**src/rtl/beep_pkg.sv**
```systemverilog
`default_nettype none
// beep_pkg: state encoding and counter-width helpers shared by beep_gen and tone_div.
package beep_pkg;

  typedef enum logic [1:0] {
    IDLE = 2'd0,
    ON   = 2'd1,
    OFF  = 2'd2
  } state_t;

  // A counter that must hold values 0..n-1 needs at least one bit even when n <= 1.
  function automatic int cnt_w(input int n);
    return (n <= 1) ? 1 : $clog2(n);
  endfunction

  function automatic int max_int(input int a, input int b);
    return (a > b) ? a : b;
  endfunction

endpackage
`default_nettype wire

```
**src/rtl/beep_gen_tone_div.sv**
```systemverilog
`default_nettype none
// tone_div: square-wave divider; restarts high on clr and toggles every TONE_DIV enabled cycles.
module tone_div
  import beep_pkg::*;
#(
  parameter int TONE_DIV = 12500
) (
  input  logic sys_clk,
  input  logic sys_rst,
  input  logic en,
  input  logic clr,
  output logic tone
);

  localparam int            TW    = cnt_w(TONE_DIV);
  localparam logic [TW-1:0] TLAST = TW'(TONE_DIV - 1);

  logic [TW-1:0] cnt;
  logic [TW-1:0] cnt_n;
  logic          tone_q;

  // tone is the value for the coming cycle, so the parent can register it on the same edge.
  always_comb begin
    cnt_n = cnt;
    tone  = tone_q;
    if (clr) begin
      cnt_n = '0;
      tone  = 1'b1;
    end else if (en) begin
      if (cnt == TLAST) begin
        cnt_n = '0;
        tone  = ~tone_q;
      end else begin
        cnt_n = cnt + TW'(1);
      end
    end
  end

  always_ff @(posedge sys_clk or posedge sys_rst) begin
    if (sys_rst) begin
      cnt    <= '0;
      tone_q <= 1'b0;
    end else begin
      cnt    <= cnt_n;
      tone_q <= tone;
    end
  end

endmodule
`default_nettype wire

```
**src/rtl/beep_gen.sv**
```systemverilog
`default_nettype none
// beep_gen: plays N beeps of a square-wave tone per trigger, with one queued request.
module beep_gen
  import beep_pkg::*;
#(
  parameter int TONE_DIV = 12500,
  parameter int ON_CYC   = 5000000,
  parameter int OFF_CYC  = 5000000,
  parameter int NUM_W    = 3
) (
  input  logic             sys_clk,
  input  logic             sys_rst,
  input  logic             trig,
  input  logic [NUM_W-1:0] beep_num,
  input  logic             mute,
  output logic             buzzer,
  output logic             busy,
  output logic             done,
  output logic             drop
);

  localparam int               PW       = cnt_w(max_int(ON_CYC, OFF_CYC));
  localparam logic [PW-1:0]    ON_LAST  = PW'(ON_CYC - 1);
  localparam logic [PW-1:0]    OFF_LAST = PW'(OFF_CYC - 1);
  localparam logic [NUM_W-1:0] REM_ONE  = NUM_W'(1);

  function automatic logic [NUM_W-1:0] fix_num(input logic [NUM_W-1:0] n);
    return (n == '0) ? REM_ONE : n;
  endfunction

  state_t           state, state_n;
  logic [NUM_W-1:0] rem, rem_n;
  logic [NUM_W-1:0] pend_num, pend_num_n;
  logic [PW-1:0]    phase_cnt, phase_n;
  logic             pending, pending_n;
  logic             done_n, drop_n;
  logic             tone, tone_en, tone_clr;

  always_comb begin
    state_n    = state;
    rem_n      = rem;
    pend_num_n = pend_num;
    phase_n    = phase_cnt;
    pending_n  = pending;
    done_n     = 1'b0;
    drop_n     = 1'b0;
    case (state)
      IDLE: begin
        if (trig) begin
          state_n = ON;
          rem_n   = fix_num(beep_num);
          phase_n = '0;
        end
      end
      ON: begin
        if (phase_cnt == ON_LAST) begin
          state_n = OFF;
          phase_n = '0;
        end else begin
          phase_n = phase_cnt + PW'(1);
        end
      end
      OFF: begin
        if (phase_cnt == OFF_LAST) begin
          phase_n = '0;
          if (rem != REM_ONE) begin
            rem_n   = rem - REM_ONE;
            state_n = ON;
          end else begin
            done_n = 1'b1;
            if (pending) begin
              state_n   = ON;
              rem_n     = fix_num(pend_num);
              pending_n = 1'b0;
            end else begin
              state_n = IDLE;
            end
          end
        end else begin
          phase_n = phase_cnt + PW'(1);
        end
      end
      default: state_n = IDLE;
    endcase
    // Checked against pending_n so a slot freed on this edge can take the new request.
    if (trig && (state != IDLE)) begin
      if (!pending_n) begin
        pending_n  = 1'b1;
        pend_num_n = beep_num;
      end else begin
        drop_n = 1'b1;
      end
    end
  end

  assign tone_en  = (state_n == ON);
  assign tone_clr = tone_en && (state != ON);
  assign busy     = (state != IDLE);

  tone_div #(
    .TONE_DIV(TONE_DIV)
  ) u_tone_div (
    .sys_clk(sys_clk),
    .sys_rst(sys_rst),
    .en     (tone_en),
    .clr    (tone_clr),
    .tone   (tone)
  );

  always_ff @(posedge sys_clk or posedge sys_rst) begin
    if (sys_rst) begin
      state     <= IDLE;
      rem       <= '0;
      pend_num  <= '0;
      phase_cnt <= '0;
      pending   <= 1'b0;
      done      <= 1'b0;
      drop      <= 1'b0;
      buzzer    <= 1'b0;
    end else begin
      state     <= state_n;
      rem       <= rem_n;
      pend_num  <= pend_num_n;
      phase_cnt <= phase_n;
      pending   <= pending_n;
      done      <= done_n;
      drop      <= drop_n;
      buzzer    <= tone_en && tone && !mute;
    end
  end

endmodule
`default_nettype wire
```
**config.mk**
```make
export PLATFORM = sky130hd
export DESIGN_NAME = beep_gen
export DESIGN_NICKNAME = d
export VERILOG_FILES = /design/src/rtl/beep_pkg.sv /design/src/rtl/beep_gen_tone_div.sv /design/src/rtl/beep_gen.sv
export SDC_FILE = /design/constraint.sdc
export NUM_CORES = 1
export LEC_CHECK = 0
export ABC_CLOCK_PERIOD_IN_PS = 2950
export CAP_MARGIN = 30
export CORE_MARGIN = 2
export CORE_UTILIZATION = 35
export DETAILED_ROUTE_END_ITERATION = 8
export SLEW_MARGIN = 20
export SYNTH_ARGS = -nofsm -noshare
export SYNTH_HDL_FRONTEND = slang
export SYNTH_SLANG_ARGS = --single-unit
export TNS_END_PERCENT = 20
```
**constraint.sdc**
```tcl
create_clock -name sys_clk -period 2.95 [get_ports sys_clk]
set_clock_uncertainty 0.15 [all_clocks]
set_input_delay 0.295 -clock sys_clk [delete_from_list [all_inputs] [get_ports sys_clk]]
set_output_delay 0.295 -clock sys_clk [all_outputs]
set_load 0.005 [all_outputs]
```
==> out/results.txt, run 1 <==
Total gr overflow: 0
Max IR drop VDD: 209.1 uV
Initial DRT Pass Iterations: 4
Largest net degree at the start of global routing: 51
H-tree depth: 2
Primary FF master, synth: dfrtp_1
Final Core Density: 40.77%
Per-cell routed wire length: 13.14 microns
CTS Buf Count: 5
CP max-delay cell: nand3_1
Boundary pin count: 11
Pre-CTS WS: 0.2300 ns
Clock buffer depth: 2
Net Count, Synth: 313
Cell Chain, Critical Path: ha_1 > nor4b_2 > nand4_1 > o211ai_1 > nand3_1 > o31ai_1 > o41ai_2
Crit path required time: 2.97 ns
Die area: 8717 sq um
Root buf cell: clkbuf_8
Min Tclk post-route: 2.681 ns
Final wirelength: 5401 microns
Overall Global Routing Usage: 13.58%
Critical Path Sink Type: flip-flop
Worst path max stage delay: 0.47 ns
DPL Wire Length: 3700 microns
Die width: 93.37 microns
Arrival @ worst endpoint: 2.70 ns
Fin crit share: 90.88%
RSZ-0062 raised after global routing: false
Tot Pwr: 2.088 mW
Initial drt markers: 57
Fillers: 762
Initial antenna violation count: 0
Top delay family on crit path: simple AND/OR/NAND/NOR gates
Placed inst area: 3005 sq um
DRC: 0
Worst Tran Pin Value: 0.6326 ns
Routability cong.: 0.8000
Clock-pin slew on the worst setup and hold paths: 0.10 ns
Final setup TNS: 0 ns
Clock Latency Late Sink: 0.31 ns
Buf/Inv on CP: 0
Fin nets: 323
Rel. slew slack: 57.83%
Crit-path max FO: 15
FMAX: 373.0 MHz
Core area: 7727 sq um
Pwr per Cell Area: 662.7 nW/um^2
Fraction of layout cells with a size suffix above 1: 10.36%
First-pass GRT wire length: 9563 microns
Most frequent cells in the layout: dfrtp_1 (50), nor2_1 (35), nand2_1 (22), o31ai_1 (20), o21ai_0 (19)
Status: completed
Vias: 2167
# Post-CTS Setup Buffers: 0
Initial core utilization: 36.17%
Min-delay worst type: input pin to asynchronous set/reset pin
# rows: 32
FF+latch area: 1251 sq um
CTS tree: yes
Vias in the first global route: 2012
Leakage power: 1.305 nW
Startpoint types: flip-flop
Cts repair resizes: 0
CTS sink count: 50
Fin area: 3151 sq um
Register area share after synthesis: 44.76%
Port bufs: 10
Ant. Diodes: 0
Critical path type: flip-flop to flip-flop
Post-route ant nets: 0
Syn Inst Count: 298
Post-Syn Area: 2795 sq um
Die Ht: 93.37 microns
Area Growth Syn to Fin: 12.71%
Synthesized area per cell: 9.380 sq um
Hold_buf cts: 0
Final Hold Fails: 0
Max Cap Viol: 0
Final Setup Violations: 0
Area of the multi-input gates: 1443 sq um
Max-slew violation count: 0
Post-route setup slack: 0.2691 ns
FFs w/ async S/R, synth: 100.0%
YS warnings: 0
Unique masters post-synth: 48
#FFs+latches synth: 50
Post-synth EDFFs: 0
Via-to-Cell Ratio: 5.273
Most common cell after layout, fill and taps aside: dfrtp_1
## metal layers
metal	track usage, %	vias up	part of all wire (%)
met5	0	-	0
met4	4.779	0	1.6
li1	-	1091	-
met2	20.80	28	45
met1	19.27	1040	51
met3	2.417	8	2.3
## logic make-up after synthesis
family	after synthesis	synth area share (%)
AOI/OAI and AO/OA	64	14.86
muxes	9	3.491
DFF	50	44.76
buffers and inverters	25	3.894
xor gates and xnor gates	15	4.700
and+or+nand+nor	127	24.71
adders and majority gates	8	3.581
## sequential cells by signal, summed over array words and instances, names as in the netlist
register / count
phase_cnt: 23
buzzer: 1
pending: 1
drop: 1
pend_num: 3
done: 1
state: 2
rem: 3
u_tone_div.tone_q: 1
u_tone_div.cnt: 14
## area by class of cell
class | instances | share of cell area (%)
multi-input cells | 223 | 45.79
flip-flops and latches | 50 | 39.71
repair buffers | 15 | 4.369
well taps | 102 | 4.051
clock buffers | 5 | 2.184
clock inverters | 3 | 2.184
inverters | 13 | 1.708
## Yosys cell counts (8+ instances only)
library cell	instances	share of area [%]
inv_1	12	1.6
ha_1	8	3.6
o21ai_0	19	3.4
or3_1	8	1.8
dfrtp_1	50	45
a21oi_1	12	2.1
nand4_1	10	2.2
nor2_1	35	4.7
o31ai_1	20	5.4
clkbuf_1	8	1.1
nand3_1	14	2.5
xor2_1	8	2.5
nand2_1	22	3.0
## tightest hold or removal path, stage by stage
cell             delay [ns]
clkdlybuf4s50_1        0.41
inv_2                  0.05
buf_4                  0.50
## per-stage QoR
| step | hold slack, ns | instances |
|---|---|---|
| global route | 0.3621 | 411 |
| floorplan | 0.2118 | 298 |
| CTS | 0.3404 | 411 |
| global placement | 0.3251 | 403 |
| detailed placement | 0.3309 | 403 |
| finish | 0.3057 | 411 |
## report_power, final
| group | internal (mW) | total (mW) | switching [mW] |
|---|---|---|---|
| logic | 0.265 | 0.675 | 0.409 |
| clock network | 0.340 | 0.583 | 0.243 |
| registers | 0.762 | 0.831 | 0.0683 |
| total | 1.37 | 2.09 | 0.720 |
## path summary, 6_finish.rpt
path	startpoint	end	slack [ns]	depth (start not counted)
min in group sys_clk	u_tone_div.cnt[7]	u_tone_div.cnt[7]	0.35	1
setup reg to reg	phase_cnt[1]	u_tone_div.cnt[10]	0.27	7
setup / recovery	phase_cnt[1]	u_tone_div.cnt[10]	0.27	7
hold reg to reg	u_tone_div.cnt[7]	u_tone_div.cnt[7]	0.35	1
hold / removal	sys_rst	phase_cnt[10]	0.31	3
max in group asynchronous	sys_rst	phase_cnt[6]	1.91	3
No activity file was read; power rests on OpenSTA's default activity.
==> inputs of run 2 (changes only) <==
CTS_BUF_LIST = sky130_fd_sc_hd__clkbuf_4 sky130_fd_sc_hd__clkbuf_8   (was unset)
PLACE_DENSITY_LB_ADDON = 0.15   (was unset)
==> run 2 against run 1 <==
Compared with the run above: routed wire length up 1.1%; first-iteration DRC count rose by 1.8%; setup slack worse by 0.050 ns; via count is 0.14% higher; sequential cell count unchanged; utilization fell by 0.62 points; count of clock-buffer cells in the layout rose by 1; hold slack gained 0.025 ns; fmax fell by 1.8%; non-clock buffer count is 2 higher; global-route usage is 0.39 points higher; cell area down 1.5%; critical path type unchanged; highest routed layer unchanged.
==> out/results.txt, run 2 (synthesis results as in run 1) <==
Final Core Density: 40.16% (-0.62 points)
Min Tclk post-route: 2.731 ns (+0.05004 ns)
Crit path required time: 2.98 ns (about the same)
CTS sink count: 50 (unchanged)
RSZ-0062 raised after global routing: false
Critical path type: flip-flop to flip-flop
Fin area: 3103 sq um (-1.5%)
First-pass GRT wire length: 9811 microns (+2.6%)
Rel. slew slack: 57.59% (-0.24 points)
CTS Buf Count: 5 (unchanged)
Clock Latency Late Sink: 0.29 ns (-0.02 ns)
Arrival @ worst endpoint: 2.76 ns (+0.06 ns)
Die area: 8717 sq um (unchanged)
Max Cap Viol: 0 (unchanged)
Overall Global Routing Usage: 13.97% (+0.39 points)
Largest register FFs: 23 (unchanged)
Clock buffer depth: 2 (unchanged)
Largest registers: phase_cnt x23, u_tone_div.cnt x14
Most frequent cells in the layout: dfrtp_1 (50), nor2_1 (35), nand2_1 (22), o31ai_1 (20), o21ai_0 (19)
Pwr per Cell Area: 607.8 nW/um^2 (-8.3%)
Most common cell after layout, fill and taps aside: dfrtp_1
Final Setup Violations: 0 (unchanged)
Post-Layout Cell Count: 411 (unchanged)
Post-Place Cells: 403 (unchanged)
Worst Tran Pin Value: 0.6362 ns (+0.003575 ns)
Die Ht: 93.37 microns (unchanged)
# rows: 32 (unchanged)
Total gr overflow: 0 (unchanged)
Vias in the first global route: 2111 (+4.9%)
H-tree depth: 2 (unchanged)
DRC: 0 (unchanged)
Vias: 2170 (+0.14%)
Per-cell routed wire length: 13.28 microns (+1.1%)
Die width: 93.37 microns (unchanged)
Clock-pin slew on the worst setup and hold paths: 0.09 ns (about the same)
Largest register by flop count: phase_cnt
Max IR drop VDD: 425.6 uV (+100%)
Leakage power: 1.283 nW (-1.7%)
Fraction of layout cells with a size suffix above 1: 10.03% (-0.32 points)
Final Hold Fails: 0 (unchanged)
Fin crit share: 92.57% (+1.7 points)
Hold_buf cts: 0 (unchanged)
Initial DRT Pass Iterations: 4 (unchanged)
Final wirelength: 5460 microns (+1.1%)
CTS tree: yes
Core area: 7727 sq um (unchanged)
Critical Path Sink Type: flip-flop
Fin nets: 325 (+0.62%)
Max-slew violation count: 0 (unchanged)
Largest net degree at the start of global routing: 51 (unchanged)
Status: completed
Crit-path max FO: 16 (+1)
Routability cong.: 0.7481 (-6.5%)
Startpoint types: flip-flop
Via-to-Cell Ratio: 5.280 (+0.14%)
Placed inst area: 3005 sq um (unchanged)
Initial drt markers: 58 (+1.8%)
Initial core utilization: 36.17% (unchanged)
Reg2reg setup slack: 0.22 ns (-0.05 ns)
Final setup TNS: 0 ns (unchanged)
Area Growth Syn to Fin: 11.01%
Port bufs: 10 (unchanged)
DPL Wire Length: 3805 microns (+2.8%)
Post-route ant nets: 0 (unchanged)
Boundary pin count: 11 (unchanged)
Min-delay worst type: input pin to asynchronous set/reset pin
FMAX: 366.2 MHz (-1.8%)
Initial antenna violation count: 0 (unchanged)
Root buf cell: clkbuf_8
Ant. Diodes: 0 (unchanged)
## run 2: cell types whose count changed in the layout (fill, tap and decap cells not counted)
cell	change
clkbuf_8	+1
buf_4	+2
o41ai_1	+1
o41ai_2	-1
bufinv_16	-2
clkinv_4	-1
## run 2: layer usage
layer	up-vias	wire length [microns]	GRT usage, %
li1	1097	-	-
met1	1047	2825	19.68
met2	24	2456	22.06
met3	2	140	2.659
met4	0	38	3.676
met5	-	0	0
## run 2: final timing paths
kind	cells past startpoint	from	to
worst min register to register	1	u_tone_div.cnt[13]	u_tone_div.cnt[13]
min in group sys_clk	1	u_tone_div.cnt[13]	u_tone_div.cnt[13]
worst min-delay path	3	sys_rst	phase_cnt[19]
worst max register to register	8	phase_cnt[0]	u_tone_div.cnt[10]
worst max-delay path	8	phase_cnt[0]	u_tone_div.cnt[10]
max in group asynchronous	3	sys_rst	rem[0]
## run 2: cell type report
type | instances | area (sq um)
Timing Repair Buffer | 17 | 152.6
Inverter | 13 | 53.80
Multi-Input combinational cell | 223 | 1435
Clock buffer | 6 | 82.58
Fill cell | 781 | 4624
Sequential cell | 50 | 1251
Tap cell | 102 | 127.6
## run 2: critical path: stages (launching register included)
cell and delay [ns]:
dfrtp_1 0.38, ha_1 0.23, nor4b_2 0.23, nand4_1 0.25, or2_1 0.38, o22a_4 0.35
clkinv_4 0.09, nand3_4 0.15, o41ai_1 0.40
## run 2: repair_timing
action	in CTS	in global routing
resized for setup	0	1
setup buffers	0	2
setup endpoints to repair	0	3
## run 2: power by group
| group | total [mW] | switching (mW) | internal [mW] |
|---|---|---|---|
| clock network | 0.390 | 0.209 | 0.181 |
| registers | 0.830 | 0.0676 | 0.762 |
| logic | 0.666 | 0.405 | 0.260 |
## run 2: stage by stage
stage               hold WS (ns)  worst slack, ns  power (mW)
finish                    0.3310           0.2190       1.886
global route              0.3609          0.03561       2.050
CTS                       0.3418           0.1434       1.922
detailed placement        0.3257           0.1790       1.517
global placement          0.3255           0.2186       1.515
floorplan                 0.2118           0.5024       1.357
==> inputs of run 3 (changes only) <==
DONT_BUFFER_PORTS = 1   (was unset)
==> run 3 against run 2 <==
Compared with the run above: sequential power increased by 0.7%; critical path depth unchanged; via count decreased by 0.92%; hold slack got worse by 0.27 ns; sequential share of layout area increased by 0.098 points; clock power increased by 7.9%; sequential cell count unchanged; non-clock buffer count decreased by 3; critical path type unchanged; largest cell class unchanged; largest power group unchanged; highest routed layer unchanged.
==> out/results.txt, run 3 (synthesis results as in run 1) <==
Status: completed
Largest registers: phase_cnt x23, u_tone_div.cnt x14
Crit-path max FO: 16 (unchanged)
Psw: 0.6957 mW (+2.1%)
Tot Pwr: 1.891 mW (+0.27%)
Final Setup Violations: 0 (unchanged)
Boundary pin count: 11 (unchanged)
Clock buffer depth: 2 (unchanged)
Arrival @ worst endpoint: 2.75 ns (about the same)
Vias: 2150 (-0.92%)
Buf/Inv on CP: 1 (unchanged)
Fillers: 768 (-1.7%)
Combinational fraction of design power: 33.5% (-1.8 points)
# rows: 32 (unchanged)
Cell internal pwr: 1.195 mW (-0.76%)
Placed inst area: 2913 sq um (-3.1%)
Pwr per Cell Area: 610.9 nW/um^2 (+0.51%)
CTS tree: yes
Routability cong.: 0.7462 (-0.25%)
Critical path type: flip-flop to flip-flop
Max IR drop VDD: 406.8 uV (-4.4%)
Area of the multi-input gates: 1435 sq um (unchanged)
Total gr overflow: 0 (unchanged)
CTS Buf Count: 5 (unchanged)
Root buf cell: clkbuf_8
Most frequent cells in the layout: dfrtp_1 (50), nor2_1 (35), nand2_1 (22), o31ai_1 (20), o21ai_0 (19)
Final setup TNS: 0 ns (unchanged)
Largest register FFs: 23 (unchanged)
Post-Layout Cell Count: 410 (-0.24%)
Crit path required time: 2.99 ns (about the same)
CP max-delay cell: dfrtp_1
Top delay family on crit path: simple AND/OR/NAND/NOR gates
FF+latch area: 1251 sq um (unchanged)
Rel. slew slack: 70.74% (+13 points)
Crit Reg-Reg Startpoint: phase_cnt[0]
DPL Wire Length: 3959 microns (+4.0%)
Startpoint types: flip-flop
Fin area: 3095 sq um (-0.24%)
Worst path max stage delay: 0.39 ns (about the same)
Initial DRT Pass Iterations: 4 (unchanged)
Clock share of power: 22.2% (+1.5 points)
Post-route ant nets: 0 (unchanged)
Worst setup startpoint: phase_cnt[0]
Cts repair resizes: 0 (unchanged)
Clock-pin slew on the worst setup and hold paths: 0.09 ns (about the same)
H-tree depth: 2 (unchanged)
Initial core utilization: 36.17% (unchanged)
Via-to-Cell Ratio: 5.244 (-0.68%)
Fin crit share: 91.79% (-0.78 points)
Overall Global Routing Usage: 15.25% (+1.3 points)
Final wirelength: 5735 microns (+5.0%)
Port bufs: 0 (-10)
Vias in the first global route: 2183 (+3.4%)
Min-delay worst type: input pin to flip-flop
Reg2reg setup slack: 0.24 ns (+0.02 ns)
RSZ-0062 raised after global routing: false
Fraction of layout cells with a size suffix above 1: 11.04% (+1.0 points)
Cell Chain, Critical Path: ha_1 > nor4b_2 > nand4_1 > or2_0 > o22a_4 > clkinv_4 > nand3_4 > o41ai_1
Hold Path Depth: 2
Largest register by flop count: phase_cnt
Initial drt markers: 62 (+6.9%)
Die area: 8717 sq um (unchanged)
Worst Tran Pin Value: 0.4378 ns (-0.1983 ns)
Pre-CTS WS: 0.1819 ns (+0.002927 ns)
Leakage power: 1.288 nW (+0.43%)
Area Growth Syn to Fin: 10.74%
Min Tclk post-route: 2.708 ns (-0.02315 ns)
Sequential Power Share: 44.2% (+0.2 points)
FMAX: 369.3 MHz (+0.85%)
Ant. Diodes: 0 (unchanged)
Critical Path Sink Type: flip-flop
First-pass GRT wire length: 10730 microns (+9.4%)
Die Ht: 93.37 microns (unchanged)
Largest net degree at the start of global routing: 39 (-24%)
Hold Path Origin: beep_num[1]
DRC: 0 (unchanged)
Post-Place Cells: 394 (-2.2%)
Die width: 93.37 microns (unchanged)
Cells on worst reg2reg path: 8 (unchanged)
Fin nets: 322 (-0.92%)
Initial antenna violation count: 0 (unchanged)
Most common cell after layout, fill and taps aside: dfrtp_1
Clock Latency Late Sink: 0.30 ns (about the same)
Core area: 7727 sq um (unchanged)
Final Hold Fails: 0 (unchanged)
CTS sink count: 50 (unchanged)
Post-route setup slack: 0.2422 ns (+0.02315 ns)
Max Cap Viol: 0 (unchanged)
Reg2Reg Capture Point: u_tone_div.cnt[10]
Max-slew violation count: 0 (unchanged)
Hold EP: rem[1]
Sw frac: 36.79% (+0.65 points)
Per-cell routed wire length: 13.99 microns (+5.3%)
## run 3: changes by cell type in the layout (fill, tap and decap cells not counted), sizes merged
cell	delta
clkdlybuf4s50	-10
dlygate4sd3	+6
buf	+1
clkbuf	+1
clkinv	+1
## run 3: per-layer routing
layer | track usage, % | part of all wire, %
met3 | 3.465 | 2.6
met5 | 0 | 0
met4 | 4.044 | 1.2
met2 | 24.22 | 47
met1 | 20.99 | 50
## run 3: power by group through the flow
stage | Sequential [mW] | Clock, mW | Combinational [mW]
final | 0.836 | 0.421 | 0.634
after global placement | 0.847 | 0 | 0.636
after CTS | 0.835 | 0.444 | 0.643
after global routing | 0.850 | 0.482 | 0.732
after floorplan | 0.829 | 0 | 0.528
after detailed placement | 0.849 | 0 | 0.633
## run 3: worst register-to-register path: stages (launching register included)
cell and delay, ns:
dfrtp_1 0.39, ha_1 0.23, nor4b_2 0.22, nand4_1 0.23, or2_0 0.39, o22a_4 0.37
clkinv_4 0.10, nand3_4 0.15, o41ai_1 0.38
## run 3: cell type report
type                    count  share of cell area, %
multi-input cells         223                  46.36
inverters                  13                  1.738
clock inverters             1                 0.1617
repair buffers             14                  4.285
well taps                 102                  4.123
flip-flops and latches     50                  40.42
clock buffers               7                  2.910
## run 3: timing repair
item | 4_1_cts | 5_1_grt
hold buffers | 6 | 0
hold endpoints to repair | 42 | 0
buffers inserted | 0 | 1
setup endpoints to repair | 0 | 3
## run 3: how the worst max path moves through the flow
stage               depth (start not counted)                  to
floorplan                                   9       phase_cnt[18]
global placement                            8       phase_cnt[22]
detailed placement                          8       phase_cnt[18]
CTS                                         8       phase_cnt[18]
global route                                8  u_tone_div.cnt[10]
finish                                      8  u_tone_div.cnt[10]
## run 3: metrics by stage
step	util [%]	hold WS, ns
floorplan	-	0.2118
global placement	37.69	0.2175
detailed placement	37.69	0.2171
CTS	39.70	0.05257
global route	40.06	0.08224
finish	40.06	0.05875
